**src/rtl/mem_burst_arbiter_if.sv**
```systemverilog
// Requester-side and memory-side burst signals around mem_burst_arbiter.
// master = arbiter side; slave = the frame-buffer requesters plus the memory controller.
interface mem_burst_arbiter_if #(
   parameter int MEM_DATA_BITS = 64,
   parameter int ADDR_BITS     = 24
);
   // Handshake: a *_burst_req is a level held until the arbiter has latched it;
   // every cycle a *_data_req / *_data_valid strobe is high moves exactly one word
   // (no back-pressure); *_finish is a one-cycle pulse that closes the burst.
   logic [1:0]                          wr_burst_req;
   logic [1:0][9:0]                     wr_burst_len;
   logic [1:0][ADDR_BITS-1:0]           wr_burst_addr;
   logic [1:0][MEM_DATA_BITS-1:0]       wr_burst_data;
   logic [1:0]                          wr_burst_data_req;
   logic [1:0]                          wr_burst_finish;

   logic [1:0]                          rd_burst_req;
   logic [1:0][9:0]                     rd_burst_len;
   logic [1:0][ADDR_BITS-1:0]           rd_burst_addr;
   logic [1:0]                          rd_burst_data_valid;
   logic [MEM_DATA_BITS-1:0]            rd_burst_data;
   logic [1:0]                          rd_burst_finish;

   logic                                mem_wr_burst_req;
   logic                                mem_rd_burst_req;
   logic [9:0]                          mem_burst_len;
   logic [ADDR_BITS-1:0]                mem_burst_addr;
   logic                                mem_wr_burst_data_req;
   logic [MEM_DATA_BITS-1:0]            mem_wr_burst_data;
   logic                                mem_rd_burst_data_valid;
   logic [MEM_DATA_BITS-1:0]            mem_rd_burst_data;
   logic                                mem_burst_finish;

   logic [2:0]                          grant;
   logic [1:0]                          dbg_state;
   logic [1:0]                          dbg_rr_ptr;

   modport master (
      input  wr_burst_req, wr_burst_len, wr_burst_addr, wr_burst_data,
      output wr_burst_data_req, wr_burst_finish,
      input  rd_burst_req, rd_burst_len, rd_burst_addr,
      output rd_burst_data_valid, rd_burst_data, rd_burst_finish,
      output mem_wr_burst_req, mem_rd_burst_req, mem_burst_len, mem_burst_addr,
      input  mem_wr_burst_data_req,
      output mem_wr_burst_data,
      input  mem_rd_burst_data_valid, mem_rd_burst_data, mem_burst_finish,
      output grant, dbg_state, dbg_rr_ptr
   );

   modport slave (
      output wr_burst_req, wr_burst_len, wr_burst_addr, wr_burst_data,
      input  wr_burst_data_req, wr_burst_finish,
      output rd_burst_req, rd_burst_len, rd_burst_addr,
      input  rd_burst_data_valid, rd_burst_data, rd_burst_finish,
      input  mem_wr_burst_req, mem_rd_burst_req, mem_burst_len, mem_burst_addr,
      output mem_wr_burst_data_req,
      input  mem_wr_burst_data,
      output mem_rd_burst_data_valid, mem_rd_burst_data, mem_burst_finish,
      input  grant, dbg_state, dbg_rr_ptr
   );
endinterface

```
**src/rtl/mem_burst_arbiter.sv**
```systemverilog
// Four-channel round-robin arbiter sharing one DDR2 burst port between two
// frame-buffer writers (ch 0-1) and two readers (ch 2-3), one burst at a time.
module mem_burst_arbiter #(
   parameter int MEM_DATA_BITS = 64,
   parameter int ADDR_BITS     = 24
) (
   input  logic                mem_clk,
   input  logic                rst_n,
   mem_burst_arbiter_if.master bus
);
   localparam logic [1:0] IDLE  = 2'd0;
   localparam logic [1:0] ISSUE = 2'd1;
   localparam logic [1:0] BUSY  = 2'd2;
   localparam logic [1:0] DONE  = 2'd3;

   logic [1:0]           state_q, state_d;
   logic [1:0]           ch_q, ch_d;
   logic [1:0]           rr_ptr_q, rr_ptr_d;
   logic [ADDR_BITS-1:0] addr_q, addr_d;
   logic [9:0]           len_q, len_d;
   logic                 mem_wr_req_q, mem_wr_req_d;
   logic                 mem_rd_req_q, mem_rd_req_d;
   logic [3:0]           fin_q, fin_d;

   logic [3:0]           req_vec;
   logic                 pick_valid;
   logic [1:0]           pick_ch;
   logic [1:0]           idx;
   logic                 busy;

   logic [1:0]               wr_dreq;
   logic [1:0]               rd_dvalid;
   logic [MEM_DATA_BITS-1:0] wr_word;

   assign req_vec = {bus.rd_burst_req, bus.wr_burst_req};

   // Cyclic search starting at rr_ptr; the 2-bit index wraps 3 -> 0 naturally.
   always_comb begin
      pick_valid = 1'b0;
      pick_ch    = rr_ptr_q;
      idx        = rr_ptr_q;
      for (int i = 0; i < 4; i++) begin
         idx = rr_ptr_q + 2'(i);
         if (!pick_valid && req_vec[idx]) begin
            pick_valid = 1'b1;
            pick_ch    = idx;
         end
      end
   end

   always_comb begin
      state_d      = state_q;
      ch_d         = ch_q;
      rr_ptr_d     = rr_ptr_q;
      addr_d       = addr_q;
      len_d        = len_q;
      mem_wr_req_d = mem_wr_req_q;
      mem_rd_req_d = mem_rd_req_q;
      fin_d        = '0;
      case (state_q)
         IDLE: begin
            if (pick_valid) begin
               ch_d = pick_ch;
               if (pick_ch[1]) begin
                  addr_d = bus.rd_burst_addr[pick_ch[0]];
                  len_d  = bus.rd_burst_len[pick_ch[0]];
               end else begin
                  addr_d = bus.wr_burst_addr[pick_ch[0]];
                  len_d  = bus.wr_burst_len[pick_ch[0]];
               end
               state_d = ISSUE;
            end
         end
         ISSUE: begin
            if (len_q == 10'd0) begin
               fin_d[ch_q] = 1'b1;
               state_d     = DONE;
            end else begin
               mem_wr_req_d = ~ch_q[1];
               mem_rd_req_d = ch_q[1];
               state_d      = BUSY;
            end
         end
         BUSY: begin
            // The memory controller has accepted the burst once it moves a word or finishes.
            if (bus.mem_wr_burst_data_req || bus.mem_rd_burst_data_valid || bus.mem_burst_finish) begin
               mem_wr_req_d = 1'b0;
               mem_rd_req_d = 1'b0;
            end
            if (bus.mem_burst_finish) begin
               fin_d[ch_q] = 1'b1;
               state_d     = DONE;
            end
         end
         DONE: begin
            rr_ptr_d = ch_q + 2'd1;
            state_d  = IDLE;
         end
         default: state_d = IDLE;
      endcase
   end

   always_ff @(posedge mem_clk or negedge rst_n) begin
      if (!rst_n) begin
         state_q      <= IDLE;
         ch_q         <= 2'd0;
         rr_ptr_q     <= 2'd0;
         addr_q       <= '0;
         len_q        <= 10'd0;
         mem_wr_req_q <= 1'b0;
         mem_rd_req_q <= 1'b0;
         fin_q        <= 4'd0;
      end else begin
         state_q      <= state_d;
         ch_q         <= ch_d;
         rr_ptr_q     <= rr_ptr_d;
         addr_q       <= addr_d;
         len_q        <= len_d;
         mem_wr_req_q <= mem_wr_req_d;
         mem_rd_req_q <= mem_rd_req_d;
         fin_q        <= fin_d;
      end
   end

   assign busy = (state_q != IDLE);

   // Strobes follow the grant register only; anything arriving while idle goes nowhere.
   always_comb begin
      wr_dreq   = 2'b00;
      rd_dvalid = 2'b00;
      wr_word   = '0;
      if (busy && !ch_q[1]) begin
         wr_dreq[ch_q[0]] = bus.mem_wr_burst_data_req;
         wr_word          = bus.wr_burst_data[ch_q[0]];
      end
      if (busy && ch_q[1]) begin
         rd_dvalid[ch_q[0]] = bus.mem_rd_burst_data_valid;
      end
   end

   assign bus.wr_burst_data_req   = wr_dreq;
   assign bus.rd_burst_data_valid = rd_dvalid;
   assign bus.mem_wr_burst_data   = wr_word;
   assign bus.rd_burst_data       = bus.mem_rd_burst_data;
   assign bus.wr_burst_finish     = fin_q[1:0];
   assign bus.rd_burst_finish     = fin_q[3:2];
   assign bus.mem_wr_burst_req    = mem_wr_req_q;
   assign bus.mem_rd_burst_req    = mem_rd_req_q;
   assign bus.mem_burst_len       = len_q;
   assign bus.mem_burst_addr      = addr_q;
   assign bus.grant               = {busy, ch_q};
   assign bus.dbg_state           = state_q;
   assign bus.dbg_rr_ptr          = rr_ptr_q;
endmodule

```
**src/flat_wrapper.sv**
```systemverilog
// flat-port wrapper written by rule: the top's interface ports become plain ports
module mem_burst_arbiter_flat 
#(
   parameter int MEM_DATA_BITS = 64,
   parameter int ADDR_BITS     = 24
)
  (mem_clk, rst_n, bus_wr_burst_req, bus_wr_burst_len, bus_wr_burst_addr, bus_wr_burst_data, bus_wr_burst_data_req, bus_wr_burst_finish, bus_rd_burst_req, bus_rd_burst_len, bus_rd_burst_addr, bus_rd_burst_data_valid, bus_rd_burst_data, bus_rd_burst_finish, bus_mem_wr_burst_req, bus_mem_rd_burst_req, bus_mem_burst_len, bus_mem_burst_addr, bus_mem_wr_burst_data_req, bus_mem_wr_burst_data, bus_mem_rd_burst_data_valid, bus_mem_rd_burst_data, bus_mem_burst_finish, bus_grant, bus_dbg_state, bus_dbg_rr_ptr);
  mem_burst_arbiter_if #(.MEM_DATA_BITS(MEM_DATA_BITS), .ADDR_BITS(ADDR_BITS)) bus_i ();
  input  logic mem_clk;
  input  logic rst_n;
  input wire logic [$bits(bus_i.wr_burst_req)-1:0] bus_wr_burst_req;
  input wire logic [$bits(bus_i.wr_burst_len)-1:0] bus_wr_burst_len;
  input wire logic [$bits(bus_i.wr_burst_addr)-1:0] bus_wr_burst_addr;
  input wire logic [$bits(bus_i.wr_burst_data)-1:0] bus_wr_burst_data;
  output wire logic [$bits(bus_i.wr_burst_data_req)-1:0] bus_wr_burst_data_req;
  output wire logic [$bits(bus_i.wr_burst_finish)-1:0] bus_wr_burst_finish;
  input wire logic [$bits(bus_i.rd_burst_req)-1:0] bus_rd_burst_req;
  input wire logic [$bits(bus_i.rd_burst_len)-1:0] bus_rd_burst_len;
  input wire logic [$bits(bus_i.rd_burst_addr)-1:0] bus_rd_burst_addr;
  output wire logic [$bits(bus_i.rd_burst_data_valid)-1:0] bus_rd_burst_data_valid;
  output wire logic [$bits(bus_i.rd_burst_data)-1:0] bus_rd_burst_data;
  output wire logic [$bits(bus_i.rd_burst_finish)-1:0] bus_rd_burst_finish;
  output wire logic [$bits(bus_i.mem_wr_burst_req)-1:0] bus_mem_wr_burst_req;
  output wire logic [$bits(bus_i.mem_rd_burst_req)-1:0] bus_mem_rd_burst_req;
  output wire logic [$bits(bus_i.mem_burst_len)-1:0] bus_mem_burst_len;
  output wire logic [$bits(bus_i.mem_burst_addr)-1:0] bus_mem_burst_addr;
  input wire logic [$bits(bus_i.mem_wr_burst_data_req)-1:0] bus_mem_wr_burst_data_req;
  output wire logic [$bits(bus_i.mem_wr_burst_data)-1:0] bus_mem_wr_burst_data;
  input wire logic [$bits(bus_i.mem_rd_burst_data_valid)-1:0] bus_mem_rd_burst_data_valid;
  input wire logic [$bits(bus_i.mem_rd_burst_data)-1:0] bus_mem_rd_burst_data;
  input wire logic [$bits(bus_i.mem_burst_finish)-1:0] bus_mem_burst_finish;
  output wire logic [$bits(bus_i.grant)-1:0] bus_grant;
  output wire logic [$bits(bus_i.dbg_state)-1:0] bus_dbg_state;
  output wire logic [$bits(bus_i.dbg_rr_ptr)-1:0] bus_dbg_rr_ptr;
  assign bus_i.wr_burst_req = bus_wr_burst_req;
  assign bus_i.wr_burst_len = bus_wr_burst_len;
  assign bus_i.wr_burst_addr = bus_wr_burst_addr;
  assign bus_i.wr_burst_data = bus_wr_burst_data;
  assign bus_wr_burst_data_req = bus_i.wr_burst_data_req;
  assign bus_wr_burst_finish = bus_i.wr_burst_finish;
  assign bus_i.rd_burst_req = bus_rd_burst_req;
  assign bus_i.rd_burst_len = bus_rd_burst_len;
  assign bus_i.rd_burst_addr = bus_rd_burst_addr;
  assign bus_rd_burst_data_valid = bus_i.rd_burst_data_valid;
  assign bus_rd_burst_data = bus_i.rd_burst_data;
  assign bus_rd_burst_finish = bus_i.rd_burst_finish;
  assign bus_mem_wr_burst_req = bus_i.mem_wr_burst_req;
  assign bus_mem_rd_burst_req = bus_i.mem_rd_burst_req;
  assign bus_mem_burst_len = bus_i.mem_burst_len;
  assign bus_mem_burst_addr = bus_i.mem_burst_addr;
  assign bus_i.mem_wr_burst_data_req = bus_mem_wr_burst_data_req;
  assign bus_mem_wr_burst_data = bus_i.mem_wr_burst_data;
  assign bus_i.mem_rd_burst_data_valid = bus_mem_rd_burst_data_valid;
  assign bus_i.mem_rd_burst_data = bus_mem_rd_burst_data;
  assign bus_i.mem_burst_finish = bus_mem_burst_finish;
  assign bus_grant = bus_i.grant;
  assign bus_dbg_state = bus_i.dbg_state;
  assign bus_dbg_rr_ptr = bus_i.dbg_rr_ptr;
  mem_burst_arbiter #(.MEM_DATA_BITS(MEM_DATA_BITS), .ADDR_BITS(ADDR_BITS)) u_core (.mem_clk(mem_clk), .rst_n(rst_n), .bus(bus_i));
endmodule
```
**config.mk**
```make
export PLATFORM = sky130hd
export DESIGN_NAME = mem_burst_arbiter_flat
export DESIGN_NICKNAME = d
export VERILOG_FILES = /design/src/rtl/mem_burst_arbiter_if.sv /design/src/rtl/mem_burst_arbiter.sv /design/src/flat_wrapper.sv
export SDC_FILE = /design/constraint.sdc
export NUM_CORES = 1
export LEC_CHECK = 0
export BUFFER_PORTS_ARGS = -buffer_cell sky130_fd_sc_hd__buf_2
export CORE_AREA = 3 3 197 199
export CTS_BUF_LIST = sky130_fd_sc_hd__clkbuf_4 sky130_fd_sc_hd__clkbuf_8
export DETAILED_ROUTE_END_ITERATION = 6
export DIE_AREA = 0 0 200 202
export PLACE_DENSITY_LB_ADDON = 0.12
export SYNTH_ARGS = -nofsm -noshare
export SYNTH_HDL_FRONTEND = slang
export SYNTH_SLANG_ARGS = --single-unit
```
**constraint.sdc**
```tcl
create_clock -name mem_clk -period 2.2 [get_ports mem_clk]
set_input_delay 0.55 -clock mem_clk [delete_from_list [all_inputs] [get_ports mem_clk]]
set_output_delay 0.55 -clock mem_clk [all_outputs]
set_load 0.01 [all_outputs]
```
==> metrics.md <==
| Metric | Value |
|---|---|
| Max-cap violations | 0 |
| Seq/Total Area, Yosys | 25.0% |
| Highest clock rate | roughly 0.45 GHz |
| Predominant post-synthesis flop cell | dfrtp_1 |
| Post-Syn Nets | approximately 900 |
| Worst slew pin tran | roughly 0.50 ns |
| EDFF count, synth | 0 |
| Clock buffer depth | 2 |
| Dpl ws | -0.0487 ns |
| Standard-cell row count | 71 |
| Crit-path cells | buf_12 > mux2i_1 > nor2_1 > buf_2 |
| Largest net degree at the start of global routing | 47 |
| Chip height | 202 um |
| Synth cell types | 36 |
| Initial core utilization | 12.3% |
| Pleak | 3.69 nW |
| Slew Limit Fails | 0 |
| Gate Count Post-Synth | between 500 and 600 |
| Worst-Skew Late Latency | 0.32 ns |
| Max stage delay cell, worst path | dfrtp_4 |
| H-tree level count | 2 |
| Routability Congestion | just under 0.8 |
| Total number of vias | approximately 5,500 |
| Worst slew margin | 66.5% |
| Total track usage | between 10% and 20% |
| Initial antenna violation count | 4 |
| CTS Root Cell | clkbuf_8 |
| Die width | 200 um |
| Pre-antenna DRT Iters | 4 |
| Worst-path clk slew | 0.10 ns |
| PD cells | 1280 mW/mm^2 |
| Crit start category | flop |
| Crit Path Class | flop to output port |
| CP arrival | 1.65 ns |
| Synth area leaders | dfrtp_1 25%, mux2i_1 21%, a211oi_1 15% |
| Via-to-Cell Ratio | 3.93 |
| Fin worst setup slack | approximately 0.0017 ns |
| Share of cells above drive strength 1 | 57.3% |
| CTS Sinks | 46 |
| Hold slack | 0.204 ns |
| Vias in the first global route | 5,558 |
| Final hold vios | 0 |
| DR WL/cell | around 22 um |
| Most instantiated library cell after synthesis | nor2_1 |
| Top cells by count, synth | 103 x nor2_1, 98 x mux2i_1, 93 x a211oi_1 |
| Required time worst endpoint | 1.65 ns |
| Synth warnings | 0 |
| Mean area per synthesized cell | approximately 8 um^2 |
| Synth-to-layout area growth | 66.8% |
| I/O Pins | just over 500 |
| Core Box Area | 0.0374 mm^2 |
| DRC viols | 0 |
| Post-DRT Antenna Nets | 0 |
| RSZ-0062 raised after global routing | true |
| Clock skew | 0.00643 ns |
| Post-layout net count | about 1,200 |
| Total length of routed wires | ~30,000 um |
| Critical Path End Type | output port |
| CTS tree | done |
| Cell Area, Synth | about 0.0046 mm^2 |
| Util after Layout | 20.5% |
| Share of the synthesized area in the top cell type | 25.0% |
| Status | finished, final reports clean |
| IO buf count | 387 |
| TritonCTS Buffers | 5 |
| Die area | slightly above 0.04 mm^2 |
| Period utilization | 99.9% |
| Largest area contributor in the netlist | dfrtp_1 |
| VDD IR max | 0.528 mV |
| Power Total | 9.84 mW |
| Setup Viol. Count Final | 0 |
| Initial DRC Count | approximately 220 |
| Asr flop ratio synth | 100% |
| Largest stage delay, worst path | 0.51 ns |
| Final Critical Period | 2.20 ns |
| Hold WC Path Type | input pin to asynchronous set/reset pin |
| First-pass GRT wire length | 40,000 um |
| DP HPWL | 23,100 um |
| Crit-path max FO | 29 |
| Seq cells post-synth | 46 |
| Gr ovfl total | 0 |
[stage by stage]
step / instances / TNS (ns) / cell area [um^2]
2_1_floorplan: 559 / 0 / 4600
3_3_place_gp: 1371 / 0 / 6840
3_5_place_dp: 1371 / -0.461 / 6840
4_1_cts: 1385 / -0.106 / 7180
5_1_grt: 1398 / -1.77 / 7670
6_report: 1399 / 0 / 7670
[layer usage]
| layer | part of all wire, % | vias up | global-route usage [%] |
|---|---|---|---|
| li1 | - | 2579 | - |
| met5 | 0 | - | 0 |
| met3 | 8.1 | 48 | 3.88 |
| met2 | 48 | 251 | 22.6 |
| met1 | 41 | 2621 | 16.9 |
| met4 | 2.6 | 0 | 4.14 |
[power by group]
| part | total, mW | internal (mW) | switching (mW) |
|---|---|---|---|
| combinational | 7.66 | 3.58 | 4.09 |
| sequential | 1.55 | 1.25 | 0.302 |
| clock | 0.618 | 0.268 | 0.350 |
| total | 9.84 | 5.10 | 4.74 |
[layout by cell type (no fill, tap or decap), types with 2 or more instances in the layout]
cell type  instances
buf_2            377
a211oi_1          93
mux2i_1           80
nor2_1            78
dfrtp_1           45
nand2_1           38
nor2_2            19
buf_4             17
buf_12            14
buf_6             12
mux2i_2           11
a211oi_2           9
mux2i_4            7
ha_1               7
clkbuf_16          7
nor2_4             6
clkbuf_8           6
o21ai_0            5
nor3_1             4
and2_1             4
nor2b_1            3
mux2_2             3
clkinv_2           2
inv_2              2
and4_1             2
nand2_8            2
inv_1              2
nor4_1             2
nand3_1            2
a21boi_0           2
nand2b_1           2
a21oi_1            2
buf_16             2
[final cells by class]
class	count	area [um^2]
Fill cell	4306	29700
Multi-Input combinational cell	394	3030
Timing Repair Buffer	431	2710
Sequential cell	46	1150
Tap cell	511	639
Clock buffer	7	90.1
Inverter	8	47.5
Clock inverter	1	5.00
Antenna cell	1	2.50
[registers in the layout, summed over array words and instances (netlist names)]
signal	cells
u_core.bus.mem_burst_addr	24
u_core.bus.mem_burst_len	10
u_core.fin_q	4
u_core.bus.dbg_rr_ptr	2
u_core.bus.dbg_state	2
u_core.ch_q	2
u_core.bus.mem_rd_burst_req	1
u_core.bus.mem_wr_burst_req	1
[cell families after synthesis]
kind of cell	after synthesis	share of synthesized area, %
and+or+nand+nor	166	14.9
buffers and inverters	121	15.9
AOI/OAI and AO/OA	117	20.0
muxes	101	22.0
DFF	46	25.0
adders and majority gates	8	2.18
[path summary, 6_finish.rpt]
| check | startpoint | endpoint | slack (ns) | depth (start not counted) |
|---|---|---|---|---|
| max | u_core.ch_q[0] | bus_mem_wr_burst_data[63] | 0.002 | 4 |
| min | rst_n | u_core.bus.mem_burst_addr[7] | 0.20 | 2 |
| max reg2reg | u_core.bus.dbg_state[1] | u_core.bus.mem_burst_addr[15] | 0.12 | 9 |
| min reg2reg | u_core.bus.mem_rd_burst_req | u_core.bus.mem_rd_burst_req | 0.52 | 1 |
| max in group asynchronous | rst_n | u_core.ch_q[0] | 1.68 | 2 |
| min in group mem_clk | u_core.bus.mem_rd_burst_req | u_core.bus.mem_rd_burst_req | 0.52 | 1 |
[critical path, delay by kind of cell (launching register included)]
family / cells / cell delay (ns)
buffers and inverters: 2 / 0.39
DFF: 1 / 0.51
muxes: 1 / 0.31
and+or+nand+nor: 1 / 0.09
[what timing repair did]
action	in CTS	in global routing
setup buffers	3	4
setup endpoints to repair	64	81
resized for setup	32	68
pin swaps	0	6
cloned	3	10
hold buffers	0	0
(Power assumes the default switching activity.)
